`src/rtl/ecc_scalar_mult_ctrl.sv`:
```
// ecc_scalar_mult_ctrl: left-to-right double-and-add sequencer for Q = m*P.
// Issues LOAD/DBL/ADD commands to the shared point unit and tracks whether Q is at infinity.
module ecc_scalar_mult_ctrl #(
  parameter int MAX_BITS = 256,
  parameter int IDX_W    = 8
) (
  input  logic                clk,
  input  logic                rst,
  input  logic                i_start,
  input  logic [1:0]          i_mode,
  input  logic [MAX_BITS-1:0] i_m,
  output logic                o_busy,
  output logic                o_done,
  output logic                o_inf,
  output logic                o_op_valid,
  output logic [1:0]          o_op_code,
  input  logic                i_op_ready,
  input  logic                i_op_done,
  input  logic                i_op_inf
);

  typedef enum logic [2:0] {IDLE, SCAN, ISSUE, WAIT, NEXT, FIN} state_t;

  localparam logic [1:0] OP_LOAD = 2'b00;
  localparam logic [1:0] OP_DBL  = 2'b01;
  localparam logic [1:0] OP_ADD  = 2'b10;

  state_t              state;
  logic [MAX_BITS-1:0] m_q;
  logic [IDX_W-1:0]    idx;
  logic                q_inf;
  logic                bit_cur;

  function automatic logic [MAX_BITS-1:0] width_mask(input logic [1:0] mode);
    width_mask = {MAX_BITS{1'b1}} >> (MAX_BITS - (32 << mode));
  endfunction

  function automatic logic [IDX_W-1:0] top_index(input logic [1:0] mode);
    top_index = IDX_W'((32 << mode) - 1);
  endfunction

  assign bit_cur = m_q[idx];

  // Scalar is pure data: captured on an accepted start, never reset.
  always_ff @(posedge clk) begin
    if (state == IDLE && i_start) begin
      m_q <= i_m & width_mask(i_mode);
    end
  end

  always_ff @(posedge clk or negedge rst) begin
    if (!rst) begin
      state      <= IDLE;
      idx        <= '0;
      q_inf      <= 1'b0;
      o_busy     <= 1'b0;
      o_done     <= 1'b0;
      o_inf      <= 1'b0;
      o_op_valid <= 1'b0;
      o_op_code  <= OP_LOAD;
    end else begin
      case (state)
        IDLE: begin
          if (i_start) begin
            idx    <= top_index(i_mode);
            q_inf  <= 1'b1;
            o_busy <= 1'b1;
            o_inf  <= 1'b0;
            state  <= SCAN;
          end
        end
        // While Q is still infinity a set bit means LOAD, never ADD.
        SCAN: begin
          if (bit_cur) begin
            o_op_code  <= OP_LOAD;
            o_op_valid <= 1'b1;
            state      <= ISSUE;
          end else if (idx == '0) begin
            o_inf  <= q_inf;
            o_done <= 1'b1;
            o_busy <= 1'b0;
            state  <= FIN;
          end else begin
            idx <= idx - 1'b1;
          end
        end
        ISSUE: begin
          if (i_op_ready) begin
            o_op_valid <= 1'b0;
            state      <= WAIT;
          end
        end
        WAIT: begin
          if (i_op_done) begin
            q_inf <= i_op_inf;
            state <= NEXT;
          end
        end
        // A DBL on a set bit is followed by the add step; everything else
        // moves to the next bit, skipping the DBL while Q is infinity.
        NEXT: begin
          if (o_op_code == OP_DBL && bit_cur) begin
            o_op_code  <= q_inf ? OP_LOAD : OP_ADD;
            o_op_valid <= 1'b1;
            state      <= ISSUE;
          end else if (idx == '0) begin
            o_inf  <= q_inf;
            o_done <= 1'b1;
            o_busy <= 1'b0;
            state  <= FIN;
          end else begin
            idx <= idx - 1'b1;
            if (q_inf) begin
              state <= SCAN;
            end else begin
              o_op_code  <= OP_DBL;
              o_op_valid <= 1'b1;
              state      <= ISSUE;
            end
          end
        end
        FIN: begin
          o_done <= 1'b0;
          state  <= IDLE;
        end
        default: state <= IDLE;
      endcase
    end
  end

endmodule
```
`config.mk`:
```
export PLATFORM = sky130hd
export DESIGN_NAME = ecc_scalar_mult_ctrl
export DESIGN_NICKNAME = d
export VERILOG_FILES = /design/src/rtl/ecc_scalar_mult_ctrl.sv
export SDC_FILE = /design/constraint.sdc
export NUM_CORES = 1
export LEC_CHECK = 0
export ABC_AREA = 1
export CELL_PAD_IN_SITES_DETAIL_PLACEMENT = 1
export CELL_PAD_IN_SITES_GLOBAL_PLACEMENT = 1
export CORE_AREA = 2 2 182 184
export DETAILED_ROUTE_END_ITERATION = 12
export DIE_AREA = 0 0 184 186
export DONT_BUFFER_PORTS = 1
export GPL_TIMING_DRIVEN = 0
export PLACE_DENSITY = 0.86
export SYNTH_ARGS = -nofsm -noshare
export SYNTH_HDL_FRONTEND = slang
export SYNTH_SLANG_ARGS = --single-unit
```
`constraint.sdc`:
```
create_clock -name clk -period 6.7 [get_ports clk]
set_clock_uncertainty 0.15 [all_clocks]
set_input_delay 1.34 -clock clk [delete_from_list [all_inputs] [get_ports clk]]
set_output_delay 1.34 -clock clk [all_outputs]
set_load 0.01 [all_outputs]
```
==> results.md <==
* Crit path arrival time at roughly 3.6 ns
* FF-to-FF End: idx[5]$_DFFE_PN0P_
* Worst R2R Start: idx[1]$_DFFE_PN0P_
* Wire length of the first global-routing pass at around 70,000 um
* Syn_nets at approximately 1,900
* Yosys top cell area share at 0.559
* Initial antenna violation count at 2
* Synth area leader: edfxtp_1
* Peak supply drop at 0.218 mV
* Htree depth at 1
* CTS resizes at 0
* Worst setup SP type: register
* Static leakage at ~0.0074 uW
* Met2 WL post-DR at between 20,000 and 25,000 um
* Unrepaired setup endpoints after global routing: false
* Synth Instances at 1,644
* 1st-pass router iterations at 6
* Power per cell area at 445 nW/um2
* Worst-path fanout max at 11
* Placed Instance Area at roughly 14,000 um2
* Vias in the first global route at 11,900
* Worst-margin pin slew at slightly below 0.9 ns
* Post-layout net count at 1,949
* HP Class: input pin to async pin
* Sequential area share after synthesis at 0.592
* DRC viols at 0
* Post-detail-place hpwl at approximately 35,000 um
* # IOs at 270
* Synth top area cells: edfxtp_1 (56%), nand2_1 (12%), inv_1 (9.0%)
* Max-slew headroom at 0.412
* Final Setup Violations at 0
* Clock Path Buffers at 3
* Global route overflow at 0
* Total negative slack at 0 ns
* Finished Cell Area at 15,300 um2
* Yosys cell types at 31
* IO buf count at 0
* CP delay by family, top: simple AND/OR/NAND/NOR gates
* Fin. Hold Viols at 0
* Met3 Routed Length at approximately 3200 um
* Synth top cells by count: nand2_1 (443), inv_1 (330), nor2_1 (263)
* Most common cell on crit path: nand2_1
* Asr flop ratio synth at 0.0657
* Period utilization at 0.497
* Synth-to-layout area growth at 11.1%
* Cells along the critical path: buf_2 -> inv_2 -> clkbuf_1 -> nand2_1 -> nand3_1 -> nand3_1 -> nand2_1 -> nand3_1 -> nand3_1 -> nand2_1 -> nand2_2 -> nand4_2 -> inv_2 -> nor2_4 -> nand2_1 -> nand2_1
* Crit end category: register
* Uppermost layer routed: met4
* Final ANT Viol Nets at 0
* Reg clk slew, reported paths at ~0.07 ns
* CTS Root Cell: clkbuf_16
* GRT Util Overall at 0.278
* Status: finished, final reports clean
* DIE WIDTH at 184 um
* Setup Buffers After CTS at 0
* Largest net degree at the start of global routing at ~50
* Drt via density at ~5.3
* Mapped Avg Cell Area at between 8 and 9 um2
* Post-Route M1 WL at approximately 19,000 um
* CTS Hold Bufs at 0
* Primary FF master, synth: edfxtp_1
* Initial DRC count at roughly 1,000
* Layout cells sized above 1 at 0.0599
* Die footprint at roughly 34,000 um2
* Yosys warns at 0
* CTS tree: built
* DR WL/cell at approximately 23 um
* Path depth of the worst reg2reg path at 16
* Fillers at around 3,900
* Max-cap violations at 0
* Num rows at 66
* Area of the core at 32,200 um2
* Crit path kind: register to register
* Bufs and invs on worst path at 4
* Crit-path slowest cell: clkbuf_1
* Tmin final at roughly 3.3 ns
* Worst-skew pair later-pin latency at 0.57 ns
* Fin. max-slew vios at 0
* R2R Setup Slk at roughly 3.4 ns
* Starting Density at 0.427
* Crit-path max cell delay at around 0.66 ns
* Critical Path RT at around 7 ns
* Clk sink count at 274
* Routed WL at between 40,000 and 50,000 um
* Yosys reg bits at between 200 and 300
* EDFF count, synth at 256
* Max frequency at 301 MHz
* Cts bufs inserted at 31
* Most frequent cell after synthesis: nand2_1
* Die height at between 150 and 200 um
* Mapped Area at about 14,000 um2
* Routed vias at about 11,000
* Routability Congestion at approximately 0.86
-- power by group --
part / internal [uW] / switching (uW) / total, uW
Sequential: 2310 / 134 / 2440
Clock: 839 / 683 / 1520
Combinational: 753 / 2080 / 2830
-- through the flow --
stage                     hold slack (ns)  power, uW   util  worst slack, ns  cells
after floorplan                     0.355       4220      -            0.894   1644
after global placement              0.405       5130  0.443           -0.569   2052
after detailed placement            0.410       5250  0.446             3.40   2058
after CTS                           0.296       6770  0.474             3.47   2112
after global routing                0.293       7160  0.474             3.12   2114
final                               0.313       6800  0.474             3.37   2116
-- state kept, by name (all words and copies together), names as in the netlist --
name        flops
m_q           256
idx             8
state           3
o_op_code       2
o_busy          1
o_done          1
o_inf           1
o_op_valid      1
q_inf           1
-- metal layers --
layer,GRT usage,vias to the layer above
li1,-,5106
met1,0.344,5560
met2,0.499,489
met3,0.0378,92
met4,0.101,0
met5,0,-
-- cell type report --
| class | instances | area, um2 | share of cell area |
|---|---|---|---|
| diodes | 4 | 10.0 | 0.000656 |
| plain buffers | 108 | 495 | 0.0325 |
| clock buffers | 38 | 802 | 0.0525 |
| clock inverters | 16 | 77.6 | 0.00508 |
| inverters | 334 | 1260 | 0.0825 |
| multi-input cells | 928 | 3850 | 0.252 |
| flip-flops and latches | 274 | 8140 | 0.533 |
| well taps | 408 | 510 | 0.0334 |
| repair buffers | 6 | 120 | 0.00787 |
-- layout by cell type, fill, tap and decap left out, drive strengths merged --
cell type,Yosys,layout
clkinvlp,0,1
o22ai,3,3
a31oi,2,2
edfxtp,256,256
o211ai,4,4
o21ai,61,61
xnor2,1,1
inv,334,334
nand3,123,123
or2,1,1
clkbuf,64,102
nor2,268,268
ha,2,2
nand4,3,3
diode,0,4
nand2,444,444
buf,44,50
clkinv,0,15
a21boi,1,1
and3,2,2
dfrtp,18,18
nor3,3,3
a21oi,10,10
-- kinds of logic after synthesis --
group,synth area share
flops,0.592
simple gates,0.247
xor+xnor,0.000637
compound gates,0.0309
fa+ha+maj,0.00182
buf+inv,0.127
-- how the worst max path moves through the flow --
stage	from	to	slack, ns	cells after the start
2_1_floorplan	i_start	m_q[0]$_DFFE_PP_	0.89	2
6_report	idx[1]$_DFFE_PN0P_	idx[5]$_DFFE_PN0P_	3.37	16
3_5_place_dp	i_start	m_q[77]$_DFFE_PP_	3.40	5
4_1_cts	idx[1]$_DFFE_PN0P_	idx[2]$_DFFE_PN0P_	3.47	16
5_1_grt	idx[1]$_DFFE_PN0P_	idx[5]$_DFFE_PN0P_	3.12	16
3_3_place_gp	i_start	m_q[10]$_DFFE_PP_	-0.57	2
Note: power is estimated with default switching activity, not from simulation.
